$ cat config.mk
export PLATFORM = sky130hd
export DESIGN_NAME = apbgpio_pro_flat
export DESIGN_NICKNAME = d
export VERILOG_FILES = /design/src/rtl/apbgpio_pro_if.sv /design/src/rtl/apbgpio_pro.sv /design/src/flat_wrapper.sv
export SDC_FILE = /design/constraint.sdc
export NUM_CORES = 1
export LEC_CHECK = 0
export CORE_UTILIZATION = 50
export CTS_CLUSTER_DIAMETER = 80
export CTS_CLUSTER_SIZE = 14
export DETAILED_ROUTE_END_ITERATION = 16
export GPL_ROUTABILITY_DRIVEN = 0
export HOLD_SLACK_MARGIN = 0.02
export PLACE_DENSITY_LB_ADDON = 0.05
export SLEW_MARGIN = 20
export SYNTH_ARGS = -nofsm -noshare
export SYNTH_HDL_FRONTEND = slang
export SYNTH_SLANG_ARGS = --single-unit
$ cat constraint.sdc
create_clock -name clk -period 10.8 [get_ports clk]
set_input_delay 2.16 -clock clk [delete_from_list [all_inputs] [get_ports clk]]
set_output_delay 2.16 -clock clk [all_outputs]
set_load 0.02 [all_outputs]
$ cat src/rtl/apbgpio_pro_if.sv
// APB slave bus bundle for the apbgpio_pro GPIO port (32-bit address/data, zero wait states).
interface apbgpio_pro_if;
  logic [31:0] paddr;
  logic        psel;
  logic        penable;
  logic        pwrite;
  logic [31:0] pwdata;
  logic [31:0] prdata;

  modport master (output paddr, psel, penable, pwrite, pwdata, input prdata);
  modport slave  (input paddr, psel, penable, pwrite, pwdata, output prdata);
endinterface

$ cat src/rtl/apbgpio_pro.sv
// Parametrised APB GPIO: direction, atomic set/clr/tgl, per-pin edge/level IRQ, W1C status.
// Optional input debounce is compiled in with `define GPIO_DEBOUNCE_EN.

module apbgpio_pro_pin #(
  parameter int DB_STABLE = 4
) (
  input  logic clk,
  input  logic rst,
  input  logic pad_i,
  input  logic dir_i,
  input  logic type_i,
  input  logic pol_i,
  input  logic both_i,
  input  logic db_en_i,
  input  logic tick_i,
  output logic filt_o,
  output logic hit_o
);
  logic sync1_q, sync2_q, prev_q;
  logic rise, fall, lvl, edg;

  // prev follows filt even while the pin drives, so DIR 1->0 never fakes an edge
  always_ff @(posedge clk or posedge rst) begin
    if (rst) begin
      sync1_q <= 1'b0;
      sync2_q <= 1'b0;
      prev_q  <= 1'b0;
    end else begin
      sync1_q <= pad_i;
      sync2_q <= sync1_q;
      prev_q  <= filt_o;
    end
  end

`ifdef GPIO_DEBOUNCE_EN
  localparam int CW = $clog2(DB_STABLE + 1);
  logic [CW-1:0] cnt_q, cnt_d;
  logic          filt_q, filt_d;

  always_comb begin
    cnt_d  = cnt_q;
    filt_d = filt_q;
    if (!db_en_i) begin
      filt_d = sync2_q;
      cnt_d  = '0;
    end else if (sync2_q == filt_q) begin
      cnt_d = '0;
    end else if (tick_i) begin
      if (cnt_q == CW'(DB_STABLE - 1)) begin
        filt_d = sync2_q;
        cnt_d  = '0;
      end else begin
        cnt_d = cnt_q + 1'b1;
      end
    end
  end

  always_ff @(posedge clk or posedge rst) begin
    if (rst) begin
      cnt_q  <= '0;
      filt_q <= 1'b0;
    end else begin
      cnt_q  <= cnt_d;
      filt_q <= filt_d;
    end
  end

  assign filt_o = db_en_i ? filt_q : sync2_q;
`else
  localparam int unused_db_stable = DB_STABLE;
  logic unused_db;
  assign unused_db = db_en_i ^ tick_i;
  assign filt_o    = sync2_q;
`endif

  assign rise  = filt_o & ~prev_q & ~dir_i;
  assign fall  = ~filt_o & prev_q & ~dir_i;
  assign lvl   = (pol_i ? filt_o : ~filt_o) & ~dir_i;
  assign edg   = both_i ? (rise | fall) : (pol_i ? rise : fall);
  assign hit_o = type_i ? lvl : edg;
endmodule

module apbgpio_pro #(
  parameter int GPIO_W    = 32,
  parameter int DB_STABLE = 4
) (
  input  logic              clk,
  input  logic              rst,
  apbgpio_pro_if.slave      apb,
  input  logic [GPIO_W-1:0] gpio_in,
  output logic              gpio_irq,
  output logic [GPIO_W-1:0] gpio_out,
  output logic [GPIO_W-1:0] gpio_oe
);
  localparam logic [7:0] A_DOUT = 8'h00, A_DIR = 8'h04, A_DIN = 8'h08, A_TYPE = 8'h0C;
  localparam logic [7:0] A_POL  = 8'h10, A_BOTH = 8'h14, A_ENB = 8'h18, A_STS = 8'h1C;
  localparam logic [7:0] A_SET  = 8'h20, A_CLR = 8'h24, A_TGL = 8'h28;
  localparam logic [7:0] A_DBE  = 8'h2C, A_DBP = 8'h30;

  logic              wr, rd;
  logic [7:0]        addr;
  logic [GPIO_W-1:0] wd;
  logic [GPIO_W-1:0] dout_q, dout_d, dir_q, dir_d, type_q, type_d;
  logic [GPIO_W-1:0] pol_q, pol_d, both_q, both_d, enb_q, enb_d, sts_q, sts_d;
  logic [GPIO_W-1:0] filt, hit, din, db_enb, w1c;
  logic              tick;
  logic [31:0]       rdata;
  logic              unused_bus;

  assign wr   = apb.psel & apb.penable & apb.pwrite;
  assign rd   = apb.psel & apb.penable & ~apb.pwrite;
  assign addr = apb.paddr[7:0];
  assign wd   = apb.pwdata[GPIO_W-1:0];
  assign unused_bus = ^{apb.paddr, apb.pwdata};

  assign w1c = (wr && addr == A_STS) ? wd : '0;

  always_comb begin
    dout_d = dout_q;
    dir_d  = dir_q;
    type_d = type_q;
    pol_d  = pol_q;
    both_d = both_q;
    enb_d  = enb_q;
    if (wr) begin
      case (addr)
        A_DOUT:  dout_d = wd;
        A_SET:   dout_d = dout_q | wd;
        A_CLR:   dout_d = dout_q & ~wd;
        A_TGL:   dout_d = dout_q ^ wd;
        A_DIR:   dir_d  = wd;
        A_TYPE:  type_d = wd;
        A_POL:   pol_d  = wd;
        A_BOTH:  both_d = wd;
        A_ENB:   enb_d  = wd;
        default: ;
      endcase
    end
    // a hit in the same cycle as the W1C keeps the bit set
    sts_d = (sts_q & ~w1c) | hit;
  end

  always_ff @(posedge clk or posedge rst) begin
    if (rst) begin
      dout_q <= '0;
      dir_q  <= '0;
      type_q <= '0;
      pol_q  <= '0;
      both_q <= '0;
      enb_q  <= '0;
      sts_q  <= '0;
    end else begin
      dout_q <= dout_d;
      dir_q  <= dir_d;
      type_q <= type_d;
      pol_q  <= pol_d;
      both_q <= both_d;
      enb_q  <= enb_d;
      sts_q  <= sts_d;
    end
  end

`ifdef GPIO_DEBOUNCE_EN
  logic [GPIO_W-1:0] dbe_q, dbe_d;
  logic [15:0]       dbp_q, dbp_d, presc_q, presc_d;

  assign tick = (presc_q == dbp_q);

  always_comb begin
    dbe_d   = dbe_q;
    dbp_d   = dbp_q;
    presc_d = tick ? 16'd0 : presc_q + 16'd1;
    if (wr && addr == A_DBE) dbe_d = wd;
    if (wr && addr == A_DBP) begin
      dbp_d   = apb.pwdata[15:0];
      presc_d = 16'd0;
    end
  end

  always_ff @(posedge clk or posedge rst) begin
    if (rst) begin
      dbe_q   <= '0;
      dbp_q   <= '0;
      presc_q <= '0;
    end else begin
      dbe_q   <= dbe_d;
      dbp_q   <= dbp_d;
      presc_q <= presc_d;
    end
  end

  assign db_enb = dbe_q;
`else
  assign db_enb = '0;
  assign tick   = 1'b0;
`endif

  for (genvar i = 0; i < GPIO_W; i++) begin : g_pin
    apbgpio_pro_pin #(.DB_STABLE(DB_STABLE)) u_pin (
      .clk     (clk),
      .rst     (rst),
      .pad_i   (gpio_in[i]),
      .dir_i   (dir_q[i]),
      .type_i  (type_q[i]),
      .pol_i   (pol_q[i]),
      .both_i  (both_q[i]),
      .db_en_i (db_enb[i]),
      .tick_i  (tick),
      .filt_o  (filt[i]),
      .hit_o   (hit[i])
    );
  end

  assign din = filt & ~dir_q;

  always_comb begin
    rdata = '0;
    if (rd) begin
      case (addr)
        A_DOUT:  rdata[GPIO_W-1:0] = dout_q;
        A_DIR:   rdata[GPIO_W-1:0] = dir_q;
        A_DIN:   rdata[GPIO_W-1:0] = din;
        A_TYPE:  rdata[GPIO_W-1:0] = type_q;
        A_POL:   rdata[GPIO_W-1:0] = pol_q;
        A_BOTH:  rdata[GPIO_W-1:0] = both_q;
        A_ENB:   rdata[GPIO_W-1:0] = enb_q;
        A_STS:   rdata[GPIO_W-1:0] = sts_q;
`ifdef GPIO_DEBOUNCE_EN
        A_DBE:   rdata[GPIO_W-1:0] = dbe_q;
        A_DBP:   rdata[15:0]       = dbp_q;
`endif
        default: rdata = '0;
      endcase
    end
  end

  assign apb.prdata = rdata;
  assign gpio_out   = dout_q;
  assign gpio_oe    = dir_q;
  assign gpio_irq   = |(sts_q & enb_q);
endmodule
$ cat src/flat_wrapper.sv
// flat-port wrapper written by rule: the top's interface ports become plain ports
module apbgpio_pro_flat 
#(
  parameter int GPIO_W    = 32,
  parameter int DB_STABLE = 4
)
  (clk, rst, gpio_in, gpio_irq, gpio_out, gpio_oe, apb_paddr, apb_psel, apb_penable, apb_pwrite, apb_pwdata, apb_prdata);
  apbgpio_pro_if apb_i ();
  input  logic clk;
  input  logic rst;
  input  logic [GPIO_W-1:0] gpio_in;
  output logic gpio_irq;
  output logic [GPIO_W-1:0] gpio_out;
  output logic [GPIO_W-1:0] gpio_oe;
  input wire logic [$bits(apb_i.paddr)-1:0] apb_paddr;
  input wire logic [$bits(apb_i.psel)-1:0] apb_psel;
  input wire logic [$bits(apb_i.penable)-1:0] apb_penable;
  input wire logic [$bits(apb_i.pwrite)-1:0] apb_pwrite;
  input wire logic [$bits(apb_i.pwdata)-1:0] apb_pwdata;
  output wire logic [$bits(apb_i.prdata)-1:0] apb_prdata;
  assign apb_i.paddr = apb_paddr;
  assign apb_i.psel = apb_psel;
  assign apb_i.penable = apb_penable;
  assign apb_i.pwrite = apb_pwrite;
  assign apb_i.pwdata = apb_pwdata;
  assign apb_prdata = apb_i.prdata;
  apbgpio_pro #(.GPIO_W(GPIO_W), .DB_STABLE(DB_STABLE)) u_core (.clk(clk), .rst(rst), .apb(apb_i), .gpio_in(gpio_in), .gpio_irq(gpio_irq), .gpio_out(gpio_out), .gpio_oe(gpio_oe));
endmodule
## Word level (Yosys, flattened, before mapping)

Cells that the tools add are included.

| storage, ports and cells | value |
|---|---|
| flip-flop bits (word level) | 320 |
| memory bits (read-only) | 0 |
| memories kept | 0 |
| latch bits | 0 |
| logic and storage cells | 557 |
| memory bits (writable) | 0 |

| operators by class | value |
|---|---|
| add/subtract/negate cells | 0 |
| reductions and logical operators | 10 |
| eq/ne operators | 10 |
| multipliers | 0 |
| shift-type cells | 0 |
| bitwise operators | 302 |
| div/mod/pow operators | 0 |
| muxes and demuxes | 132 |
| magnitude comparators | 0 |

Operator list:

| operator | number |
|---|---|
| 32-bit case mux with 8 select lines | 1 |
| 1-bit bitwise AND | 163 |
| 32-bit bitwise AND | 4 |
| 1-bit 2-to-1 mux | 128 |
| 32-bit case mux with 4 select lines | 1 |
| 1-bit NOT | 97 |
| 32-bit NOT | 3 |
| 32-bit 2-to-1 mux | 2 |
| 32-bit OR | 2 |
| 8-bit by 5-bit == test with 1-bit output, second input constant | 4 |
| 1-bit OR | 32 |
| 32-bit OR reduction | 1 |
| 32-bit XOR | 1 |
| 8-bit by 6-bit == test with 1-bit output, second input constant | 3 |
| 8-bit by 4-bit == test with 1-bit output, second input constant | 2 |
| 2-bit AND reduction | 6 |
| 8-bit by 3-bit == test with 1-bit output, second input constant | 1 |
| 8-bit zero test | 1 |
| 4-bit nonzero test | 1 |
| 1-bit logical AND | 1 |

## Logic depth before layout (Yosys ltp)

| depth | value |
|---|---|
| word-level depth | 7 |
| gate-level depth with buffers | 7 |

## Hierarchy

A second synthesis with hierarchy kept.

| unflattened totals | value |
|---|---|
| cell total of the unflattened synthesis | 1624 |
| area total of the unflattened synthesis | 17247.8 um2 |

Modules (own cells, without submodules):

| module | cells each | times used | area each (um2) |
|---|---|---|---|
| apbgpio_pro | 1272 | 1 | 13203.9 |
| apbgpio_pro_pin | 11 | 32 | 126.4 |

## Least setup slack after synthesis

OpenSTA, ideal clock, no wires.

| path | value |
|---|---|
| path type | in2out |
| from | in apb_paddr[2] |
| to | out apb_prdata[10] |
| arrival time | 3633 ps |
| path slack | 5007 ps |
| stages on the path | 5 |
| cells stage by stage | buf_2 buf_2 buf_2 mux4_2 a22o_1 |

| between the ends | value |
|---|---|
| cells in the longest elaborated chain, start to end | 3 |
| elaborated cells on any way between the ends | 10 |
| classes of those cells | 7 x eq/ne; 2 x mux; 1 x reduce/logical |

RTL lines:

| what | RTL line | source |
|---|---|---|
| from (decl) | flat_wrapper.sv:15 | `input wire logic [$bits(apb_i.paddr)-1:0] apb_paddr;` |
| 8-bit by 5-bit == test with 1-bit output, or another cell as far along | apbgpio_pro.sv:219 | `case (addr)` |
| 32-bit case mux with 8 select lines * | apbgpio_pro.sv:219 |  |
| 32-bit 2-to-1 mux * | apbgpio_pro.sv:218 | `if (rd) begin` |
| to (decl) | flat_wrapper.sv:20 | `output wire logic [$bits(apb_i.prdata)-1:0] apb_prdata;` |

Every way passes the cells marked *; elsewhere a longest branch is shown, timed or not.

## Final worst setup path

| path | value |
|---|---|
| from | in apb_paddr[0] |
| to | out apb_prdata[6] |

Same word-level chain as after synthesis.

==> metrics.yaml <==
seq_power_share_pct: 53.6
ff2ff_path_depth: 6
drive_above_1_share_pct: 17.6
power_frac_clock_pct: 36.7
first_iter_violations: 780
gr-total-overflow: 0
cts.clk_slew.worst_paths_ps: 70
start_kind: "primary input"
synth_area_leaders: "dfrtp_1, mux4_2, mux2_2"
cts_setup_buffers: 0
synth_top_area_share_pct: 49.9
reg2reg_to: "u_core.gpio_out[10]$_DFFE_PP0P_"
post-route-min-period_ps: 7590
final_cell_mix: "dfrtp_1, clkdlybuf4s50_1, mux2_2"
syn_nets: 1447
htreeDepth: 1
syn_area_um2: 16000
clock_path_buffers: 3
fin_skew_ps: 8.85
p_switching_uw: 566
num_vias: 10805
tightest_slew_ps: 1060
worstPathRequired_ps: 8640
post_drt_via_cell_ratio: 5.99
p_leak_uw: 0.00868
switching_share_pct: 24.1
grt_pass1_wl_um: 64700
area_growth_pct: 15.8
slew_headroom_pct: 29.6
min_from: "u_core.g_pin[14].u_pin.sync1_q$_DFF_PP0_"
drv_cap: 0
drv_slew: 0
outcome: "completed"
muxShareOfSynthArea_pct: 20.3
final_cells: 1804
cts-root-buf: "clkbuf_16"
synth_seq_area_share_pct: 49.9
hold_violations: 0
drcViolationCount: 0
num_rows: 65
comb_power_share_pct: 9.7
worstSetupPathType: "in2out"
synth_xor_area_share_pct: 1.75
synth_top_family_by_area: "multiplexers"
crit_chain: "clkdlybuf4s50_1, and4bb_2, nand3b_1, nor2_2, buf_4, a22o_1, clkdlybuf4s50_1"
synth-adder-area-share_pct: 4.99
peakVddDrop_uv: 129
crit_top_cell: "clkdlybuf4s50_1"
io_pins: 198
clock.fmax_ghz: 0.132
die-area_um2: 32800
wl_um: 41000
ant_nets: 0
grt_usage_pct: 25.6
min_to: "u_core.g_pin[14].u_pin.filt_o$_DFF_PP0_"
rsz0062_at_grt: "no"
synthArstFlopShare_pct: 100
clock_sinks: 320
ys_seq_elements: 320
nNetsFinal: 1567
synth_cells: 1282
synth-edff-count: 0
ff2ff_setup_slack_ps: 9400
dp.cells: 1776
dp.final_hpwl_um: 25400
synth_simple_gate_area_share_pct: 4.51
diodes: 0
p_per_area_nw_per_um2: 126
final_common_cell: "dfrtp_1"
cp_num_buf_inv: 3
cts_tree: "yes"
ctsHoldBuffers: 0
grt_antenna_before_repair: 0
die_h_um: 181
yosys_warnings: 0
worst_ep_arrival_time_ps: 5430
p_int_uw: 1780
cpMaxStageDelayCell: "nor2_2"
yosysTopAreaCell: "dfrtp_1"
holdPathStages: 0
firstDrtPassIters: 5
fp.dieW_um: 181
synth.distinct_cells: 49
final.period_utilization_pct: 70.3
synthFlopType: "dfrtp_1"
clk_latency_ps: 550
initial_core_util_pct: 50.8
io_buffers: 173
cts_buffers: 26
cp_slowest_stage_delay_ps: 880
finalSetupViolCount: 0
synth_compound_area_share_pct: 12.7
avgSynthCellArea_um2: 12.5
cp-end-kind: "primary output"
finalSetupTns_ps: 0
cpLargestDelayFamily: "simple AND/OR/NAND/NOR gates"
grt_max_degree: 174
min_path_type: "reg2reg"
routedWlPerCell_um: 22.7
grt_pass1_vias: 10905
ctsResizeCount: 0
worst-path-max-fanout: 17
timing.rr.start: "u_core.gpio_out[10]$_DFFE_PP0P_"
coreArea_um2: 31600
## Yosys cell counts (all sizes together) (12+ instances only)
master   count
a211oi      14
a21oi       67
a22o        30
a22oi       49
a2bb2oi     18
buf         67
clkbuf      30
dfrtp      320
ha          64
inv         98
mux2       129
mux2i       36
mux4        59
nand2       12
nor2        52
nor2b       44
o21ai       65
o22ai       31
o31ai       32
xor2        31
## logic make-up (layout without fill, tap and decap cells)
family	Yosys count	after routing
flip-flops	320	320
AO/OA/AOI/OAI	313	313
multiplexers	224	224
buffers and inverters	196	316
AND/OR/NAND/NOR	133	133
adder cells (fa/ha/maj)	64	64
XOR/XNOR	32	32
## per-stage QoR
stage          total power, uW  instance area (um2)  worst slack (ps)  utilization (%)  hold slack (ps)
3_3_place_gp              1510                17900              3240             56.7              332
2_1_floorplan             1420                16000              4370                -              331
6_report                  2350                18600              3210             58.9              343
5_1_grt                   2450                18600              3100             58.9              355
3_5_place_dp              1510                17900              3250             56.7              335
4_1_cts                   2380                18600              3230             58.9              349
## power groups by stage
stage | clock, uW | combinational [uW] | sequential (uW)
CTS | 889 | 231 | 1260
global placement | 0 | 226 | 1280
detailed placement | 0 | 229 | 1280
finish | 862 | 227 | 1260
global route | 933 | 252 | 1260
floorplan | 0 | 139 | 1280
## sequential cells by signal (all words and copies together) (netlist names)
| signal | flops |
|---|---|
| u_core.g_pin.u_pin.prev_q | 32 |
| u_core.gpio_oe | 32 |
| u_core.enb_q | 32 |
| u_core.both_q | 32 |
| u_core.g_pin.u_pin.filt_o | 32 |
| u_core.gpio_out | 32 |
| u_core.pol_q | 32 |
| u_core.sts_q | 32 |
| u_core.type_q | 32 |
| u_core.g_pin.u_pin.sync1_q | 32 |
## how the worst max path moves through the flow
stage | start | to | slack, ps | cells after the start
2_1_floorplan | rst | u_core.both_q[0]$_DFFE_PP0P_ | 4370 | 1
3_3_place_gp | apb_paddr[0] | apb_prdata[3] | 3240 | 7
3_5_place_dp | apb_paddr[1] | apb_prdata[3] | 3250 | 7
4_1_cts | apb_paddr[0] | apb_prdata[3] | 3230 | 7
5_1_grt | apb_paddr[0] | apb_prdata[5] | 3100 | 7
6_report | apb_paddr[0] | apb_prdata[6] | 3210 | 7
## layer usage
| layer | track usage (%) | vias up | part of all wire (%) |
|---|---|---|---|
| li1 | - | 4856 | - |
| met2 | 39.8 | 303 | 46 |
| met5 | 0 | - | 0 |
| met1 | 37.9 | 5596 | 47 |
| met3 | 4.31 | 50 | 5.6 |
| met4 | 5.36 | 0 | 1.9 |
## layout make-up
type	count	area, um2
inverter	99	375
multi-input combinational	766	7140
clock buffer	28	689
timing repair buffer	189	1860
sequential	320	8010
fill	2649	13000
tap	402	503
Power figures use the tool's default switching activity.
